===== src/rtl/pul_profile_gen_pkg.sv =====
// Shared widths and FSM segment encodings for the motor pulse profile path.
package pul_profile_gen_pkg;

    // Default widths, shared with the motor controller
    localparam int unsigned PUL_DW = 32;
    localparam int unsigned PUL_CW = 32;
    localparam int unsigned PUL_SW = 16;

    // Segment of the word currently presented on pul_value
    localparam logic [1:0] ST_IDLE   = 2'd0;
    localparam logic [1:0] ST_ACCEL  = 2'd1;
    localparam logic [1:0] ST_CRUISE = 2'd2;
    localparam logic [1:0] ST_DECEL  = 2'd3;

endpackage


===== src/rtl/pul_profile_gen_sat_step.sv =====
// Saturating one-step period update: p-delta floored at floor_i, or
// p+delta capped at ceil_i. One extra bit keeps borrow/carry visible.
module pul_sat_step #(
    parameter int unsigned DW = 32
) (
    input  logic [DW-1:0] p_i,
    input  logic [DW-1:0] delta_i,
    input  logic [DW-1:0] floor_i,
    input  logic [DW-1:0] ceil_i,
    input  logic          up_i,
    output logic [DW-1:0] q_o
);

    logic [DW:0] diff;
    logic [DW:0] sum;

    // Select direction and clamp, never wrap
    always_comb begin
        diff = {1'b0, p_i} - {1'b0, delta_i};
        sum  = {1'b0, p_i} + {1'b0, delta_i};
        if (up_i) begin
            q_o = (sum > {1'b0, ceil_i}) ? ceil_i : sum[DW-1:0];
        end else begin
            q_o = (diff[DW] || (diff[DW-1:0] < floor_i)) ? floor_i : diff[DW-1:0];
        end
    end

endmodule


===== src/rtl/pul_profile_gen.sv =====
// Trapezoidal per-pulse period generator: answers each read strobe with the
// next period word (accelerate, cruise, decelerate).
module pul_profile_gen
    import pul_profile_gen_pkg::*;
#(
    parameter int unsigned DW = PUL_DW,
    parameter int unsigned CW = PUL_CW,
    parameter int unsigned SW = PUL_SW
) (
    input  logic          clk,
    input  logic          rst_n,
    input  logic          start,
    input  logic          abort,
    input  logic [CW-1:0] step,
    input  logic [SW-1:0] accel_end,
    input  logic [SW-1:0] decel_begin,
    input  logic [DW-1:0] period_start,
    input  logic [DW-1:0] period_min,
    input  logic [DW-1:0] period_delta,
    input  logic          read,
    output logic [DW-1:0] pul_value,
    output logic          valid,
    output logic          busy,
    output logic          done,
    output logic          cfg_err,
    output logic          underrun
);

    // Common width for comparing pulse indices against segment bounds
    localparam int unsigned IW = (CW > SW) ? CW : SW;

    logic [CW-1:0] step_q,  step_d;
    logic [SW-1:0] ae_q,    ae_d;
    logic [SW-1:0] db_q,    db_d;
    logic [DW-1:0] pstart_q, pstart_d;
    logic [DW-1:0] pmin_q,  pmin_d;
    logic [DW-1:0] pdelta_q, pdelta_d;
    logic [CW-1:0] idx_q,   idx_d;
    logic [1:0]    state_q, state_d;
    logic [DW-1:0] pul_q,   pul_d;
    logic          valid_q, valid_d;
    logic          busy_q,  busy_d;
    logic          done_q,  done_d;
    logic          err_q,   err_d;
    logic          urun_q,  urun_d;

    logic [CW-1:0] k1;
    logic [1:0]    seg_nxt;
    logic          last;
    logic          cfg_bad;
    logic          accept;
    logic [DW-1:0] stepped;

    function automatic logic [1:0] seg_of(input logic [IW-1:0] k,
                                          input logic [IW-1:0] ae,
                                          input logic [IW-1:0] db);
        if (k < ae)      return ST_ACCEL;
        else if (k < db) return ST_CRUISE;
        else             return ST_DECEL;
    endfunction

    // Index and segment of the word following the one presented
    always_comb begin
        k1      = idx_q + CW'(1);
        last    = (IW'(k1) >= IW'(step_q));
        seg_nxt = seg_of(IW'(k1), IW'(ae_q), IW'(db_q));
        cfg_bad = (step == '0) || (IW'(accel_end) > IW'(decel_begin)) ||
                  (IW'(decel_begin) > IW'(step)) || (period_min == '0) ||
                  (period_min > period_start);
        accept  = !abort && start && !busy_q && !cfg_bad;
    end

    pul_sat_step #(.DW(DW)) u_sat (
        .p_i     (pul_q),
        .delta_i (pdelta_q),
        .floor_i (pmin_q),
        .ceil_i  (pstart_q),
        .up_i    (seg_nxt == ST_DECEL),
        .q_o     (stepped)
    );

    // Next-state: abort first, then handshake while busy, then start when idle
    always_comb begin
        step_d   = step_q;
        ae_d     = ae_q;
        db_d     = db_q;
        pstart_d = pstart_q;
        pmin_d   = pmin_q;
        pdelta_d = pdelta_q;
        idx_d    = idx_q;
        state_d  = state_q;
        pul_d    = pul_q;
        valid_d  = valid_q;
        busy_d   = busy_q;
        done_d   = 1'b0;
        err_d    = 1'b0;
        urun_d   = urun_q;

        if (abort) begin
            state_d = ST_IDLE;
            valid_d = 1'b0;
            busy_d  = 1'b0;
        end else if (busy_q) begin
            if (read && valid_q) begin
                idx_d = k1;
                if (last) begin
                    valid_d = 1'b0;
                    busy_d  = 1'b0;
                    done_d  = 1'b1;
                    state_d = ST_IDLE;
                end else begin
                    state_d = seg_nxt;
                    pul_d   = (seg_nxt == ST_CRUISE) ? pul_q : stepped;
                end
            end
        end else if (start) begin
            if (cfg_bad) begin
                err_d = 1'b1;
            end else begin
                step_d   = step;
                ae_d     = accel_end;
                db_d     = decel_begin;
                pstart_d = period_start;
                pmin_d   = period_min;
                pdelta_d = period_delta;
                idx_d    = '0;
                state_d  = seg_of('0, IW'(accel_end), IW'(decel_begin));
                pul_d    = period_start;
                valid_d  = 1'b1;
                busy_d   = 1'b1;
            end
        end

        // Underrun is sticky; an accepted start in the same cycle wins
        if (accept) begin
            urun_d = 1'b0;
        end else if (!abort && read && !valid_q) begin
            urun_d = 1'b1;
        end
    end

    // State and output registers
    always_ff @(posedge clk or negedge rst_n) begin
        if (!rst_n) begin
            step_q   <= '0;
            ae_q     <= '0;
            db_q     <= '0;
            pstart_q <= '0;
            pmin_q   <= '0;
            pdelta_q <= '0;
            idx_q    <= '0;
            state_q  <= ST_IDLE;
            pul_q    <= '0;
            valid_q  <= 1'b0;
            busy_q   <= 1'b0;
            done_q   <= 1'b0;
            err_q    <= 1'b0;
            urun_q   <= 1'b0;
        end else begin
            step_q   <= step_d;
            ae_q     <= ae_d;
            db_q     <= db_d;
            pstart_q <= pstart_d;
            pmin_q   <= pmin_d;
            pdelta_q <= pdelta_d;
            idx_q    <= idx_d;
            state_q  <= state_d;
            pul_q    <= pul_d;
            valid_q  <= valid_d;
            busy_q   <= busy_d;
            done_q   <= done_d;
            err_q    <= err_d;
            urun_q   <= urun_d;
        end
    end

    assign pul_value = pul_q;
    assign valid     = valid_q;
    assign busy      = busy_q;
    assign done      = done_q;
    assign cfg_err   = err_q;
    assign underrun  = urun_q;

endmodule

===== config.mk =====
export PLATFORM = sky130hd
export DESIGN_NAME = pul_profile_gen
export DESIGN_NICKNAME = d
export VERILOG_FILES = /design/src/rtl/pul_profile_gen_pkg.sv /design/src/rtl/pul_profile_gen_sat_step.sv /design/src/rtl/pul_profile_gen.sv
export SDC_FILE = /design/constraint.sdc
export NUM_CORES = 1
export LEC_CHECK = 0
export BUFFER_PORTS_ARGS = -buffer_cell sky130_fd_sc_hd__buf_2
export CELL_PAD_IN_SITES_DETAIL_PLACEMENT = 0
export CELL_PAD_IN_SITES_GLOBAL_PLACEMENT = 2
export CORE_MARGIN = 4
export CORE_UTILIZATION = 37
export CTS_CLUSTER_SIZE = 16
export DETAILED_ROUTE_END_ITERATION = 16
export PLACE_DENSITY = 0.86
export SYNTH_ARGS = -nofsm -noshare
export SYNTH_HDL_FRONTEND = slang
export SYNTH_HIERARCHICAL = 1
export SYNTH_SLANG_ARGS = --single-unit

===== constraint.sdc =====
create_clock -name clk -period 5.69 [get_ports clk]
set_input_delay 0.2845 -clock clk [delete_from_list [all_inputs] [get_ports clk]]
set_output_delay 0.2845 -clock clk [all_outputs]
set_load 0.05 [all_outputs]

==> qor.txt <==
Core ar. = 52450 sq um
Sequential area share after synthesis = 0.2926
Largest net degree at the start of global routing = 161
Clock sink count = 229
Diodes inserted = 0
Antenna-violating nets left = 0
Residual DRC = 0
Register-to-Register Path Depth = 24
Post-Syn Nets = 2765
Leak = 0.01195 uW
R2R Path Start = pul_value[0]
Most frequent cell after synthesis = nand2_1
Routed via count = 18550
Worst Path Arrival = 5960 ps
Worst min path class = primary input to register
# Max-Cap Violations = 0
Crit path max fanout = 4
Minimum clock period = 5479 ps
Final Cycle Share = 0.9630
Die Y = 238.1 um
Synth Area per Inst = 8.353 sq um
Ports = 202
Vias in the first global route = 18830
Placed Instances = 3211
Primary FF master, synth = dfrtp_1
First-pass GRT wire length = 108.0 mm
Worst hold slack = 33.17 ps
DP Wirelength = 52.60 mm
Initial DRT Pass Iterations = 5
Clock tree buffer depth = 3
Most frequent cells after synthesis = 299 x nand2_1, 263 x inv_1, 253 x ha_1, 229 x dfrtp_1, 166 x o21ai_0
RSZ-0062 raised after global routing = yes
Pre-CTS worst setup slack = 91.47 ps
Worst-Skew Late Latency = 600 ps
Async S/R FF share, synth = 1.000
Synth Instances = 2345
Clk pin slew, worst setup/hold paths = 60 ps
PortBufs = 201
WS Path Type = register to register
Layout Cells excl Fill = 3416
Final Hold Viols = 0
Register bit total from synthesis = 229
Num rows = 84
Wire per inst = 20.43 um
Synth cell types = 89
CTS root buf = clkbuf_16
Startpoint of the worst hold path = period_start[21]
Final Wtd Congestion = 0.9092
Worst-margin pin slew = 1024 ps
Cells on Worst Hold Path = 3
CP Capture Type = register
DIE WIDTH = 238.1 um
Peak VDD IR = 0.0004830 V
FF-to-FF setup slack = 210 ps
CP Launch Type = register
H-tree depth = 1
Final worst slack = 210.7 ps
Post-Syn Area = 19590 sq um
Synth top area cells = dfrtp_1 29%, ha_1 16%, nand2_1 5.7%
Post-synth top area share = 0.2926
CP Buf/Inv Count = 5
EDFF count, synth = 0
Area leader, netlist = dfrtp_1
Power Total = 16040 uW
Grt ovf = 0
Hold path endpoint = pstart_q[21]
Layout area overhead = 24.59%
Final nets = 3123
Critical path's largest stage delay = 410 ps
Final Max Slew Viols = 0
Clk_skew = 19.16 ps
Initial antenna violation count = 1
Layout cells sized above 1 = 0.1763
WL final = 69.80 mm
Fin util = 0.4653
Slowest CP cell = dfrtp_1
Initial Utilization = 0.3735
Status = complete, no violations
R2r endpoint = pul_value[29]
Post-DR vias/cell = 5.431
Gr usage total = 0.2382
Final setup fails = 0
Crit path max-delay family = compound AO/OA/AOI/OAI gates
Max Fclk = 182.5 MHz
CTS tree = done
P per Cell Area = 657.5 nW/um^2
CTS Buf Count = 31
Worst-path cell chain = inv_1, ha_2, inv_1, fa_2, a211oi_4, o211ai_1, a31oi_1, buf_4, o2111ai_1, a31oi_1, buf_4, xnor2_1, ha_1, a21o_1, a21o_1, a21oi_1, a21oi_2, o31ai_4, buf_6, mux2_2, mux2_2, nand2_1, o21ai_1, mux2_4
DR iter-0 viols = 1204
Relative slew slack = 0.2994
Yosys warns = 6
WP data required = 6170 ps
Die footprint = 56680 sq um
-- kinds of logic (layout without fill, tap and decap cells) --
| family | after synthesis | in the layout | share of synthesized area |
|---|---|---|---|
| AOI/OAI and AO/OA | 533 | 533 | 0.1723 |
| xor gates and xnor gates | 79 | 79 | 0.03641 |
| adders and majority gates | 255 | 255 | 0.1637 |
| buffers and inverters | 376 | 759 | 0.07697 |
| DFF | 229 | 229 | 0.2926 |
| muxes | 143 | 143 | 0.07851 |
| and+or+nand+nor | 730 | 730 | 0.1796 |
-- area by class of cell --
class                           instances  area (sq um)
Fill cell                            5153         28040
Multi-Input combinational cell       1740         12490
Sequential cell                       229          5734
Timing Repair Buffer                  433          3241
Inverter                              268          1006
Clock buffer                           39         865.8
Tap cell                              688         860.8
Clock inverter                         19         206.4
-- state kept, by name, summed over array words and instances (netlist names) --
signal     cells
underrun       1
db_q          16
pdelta_q      32
idx_q         32
ae_q          16
valid          1
pul_value     32
step_q        32
busy           1
pstart_q      32
cfg_err        1
done           1
pmin_q        32
-- metal layers --
metal  GRT usage  routed length (um)
met5           0                  13
met4     0.07529                2547
met3     0.02485                2662
met2      0.4278               34710
met1      0.3012               29870
-- per-stage QoR --
step	setup TNS (ps)	area, sq um
2_1_floorplan	0	19590
3_3_place_gp	0	21740
3_5_place_dp	0	21740
4_1_cts	0	24210
5_1_grt	-441.5	24400
6_report	0	24400
-- worst max path at each step --
stage / cells past startpoint / slack [ps] / end / from
2_1_floorplan: 22 / 530 / pul_value[21] / pul_value[1]
3_3_place_gp: 21 / 170 / pul_value[0] / pul_value[3]
3_5_place_dp: 24 / 90 / pul_value[0] / pul_value[0]
4_1_cts: 24 / 70 / pul_value[0] / pul_value[0]
5_1_grt: 26 / -50 / pul_value[20] / pul_value[0]
6_report: 24 / 210 / pul_value[29] / pul_value[0]
-- layout by cell type (no fill, tap or decap), types with 10 or more instances in the layout --
cell           count
nand2_1          298
inv_1            263
ha_1             251
dfrtp_1          228
buf_2            200
o21ai_0          158
a21oi_1          149
dlygate4sd3_1    140
nor2_1            98
nand3_1           90
buf_4             79
mux2_2            72
xnor2_1           60
mux2i_1           57
nand4_1           56
a21o_1            41
nor3_1            40
clkbuf_16         32
nor4_1            30
o211ai_1          20
nor2b_1           19
a211oi_1          18
xor2_1            17
o21a_1            13
a31oi_1           13
and3_1            12
mux2_1            12
nand2b_1          11
or3_1             10
-- report_power, final --
group / total (uW) / switching [uW] / internal [uW] / leakage, uW
Clock: 2060 / 842 / 1220 / 0.000525
Combinational: 11400 / 6720 / 4690 / 0.00857
Sequential: 2570 / 439 / 2140 / 0.00285
-- worst min-delay path, delay by kind of cell --
family / cells / cell delay (ps)
compound gates: 1 / 160
buf+inv: 2 / 150
-- timing repair --
action / CTS / global route
hold buffers: 140 / 0
setup buffers: 0 / 6
setup endpoints to repair: 0 / 32
resized for setup: 0 / 37
endpoints found under the hold margin: 208 / 0
No activity file was read; power rests on OpenSTA's default activity.
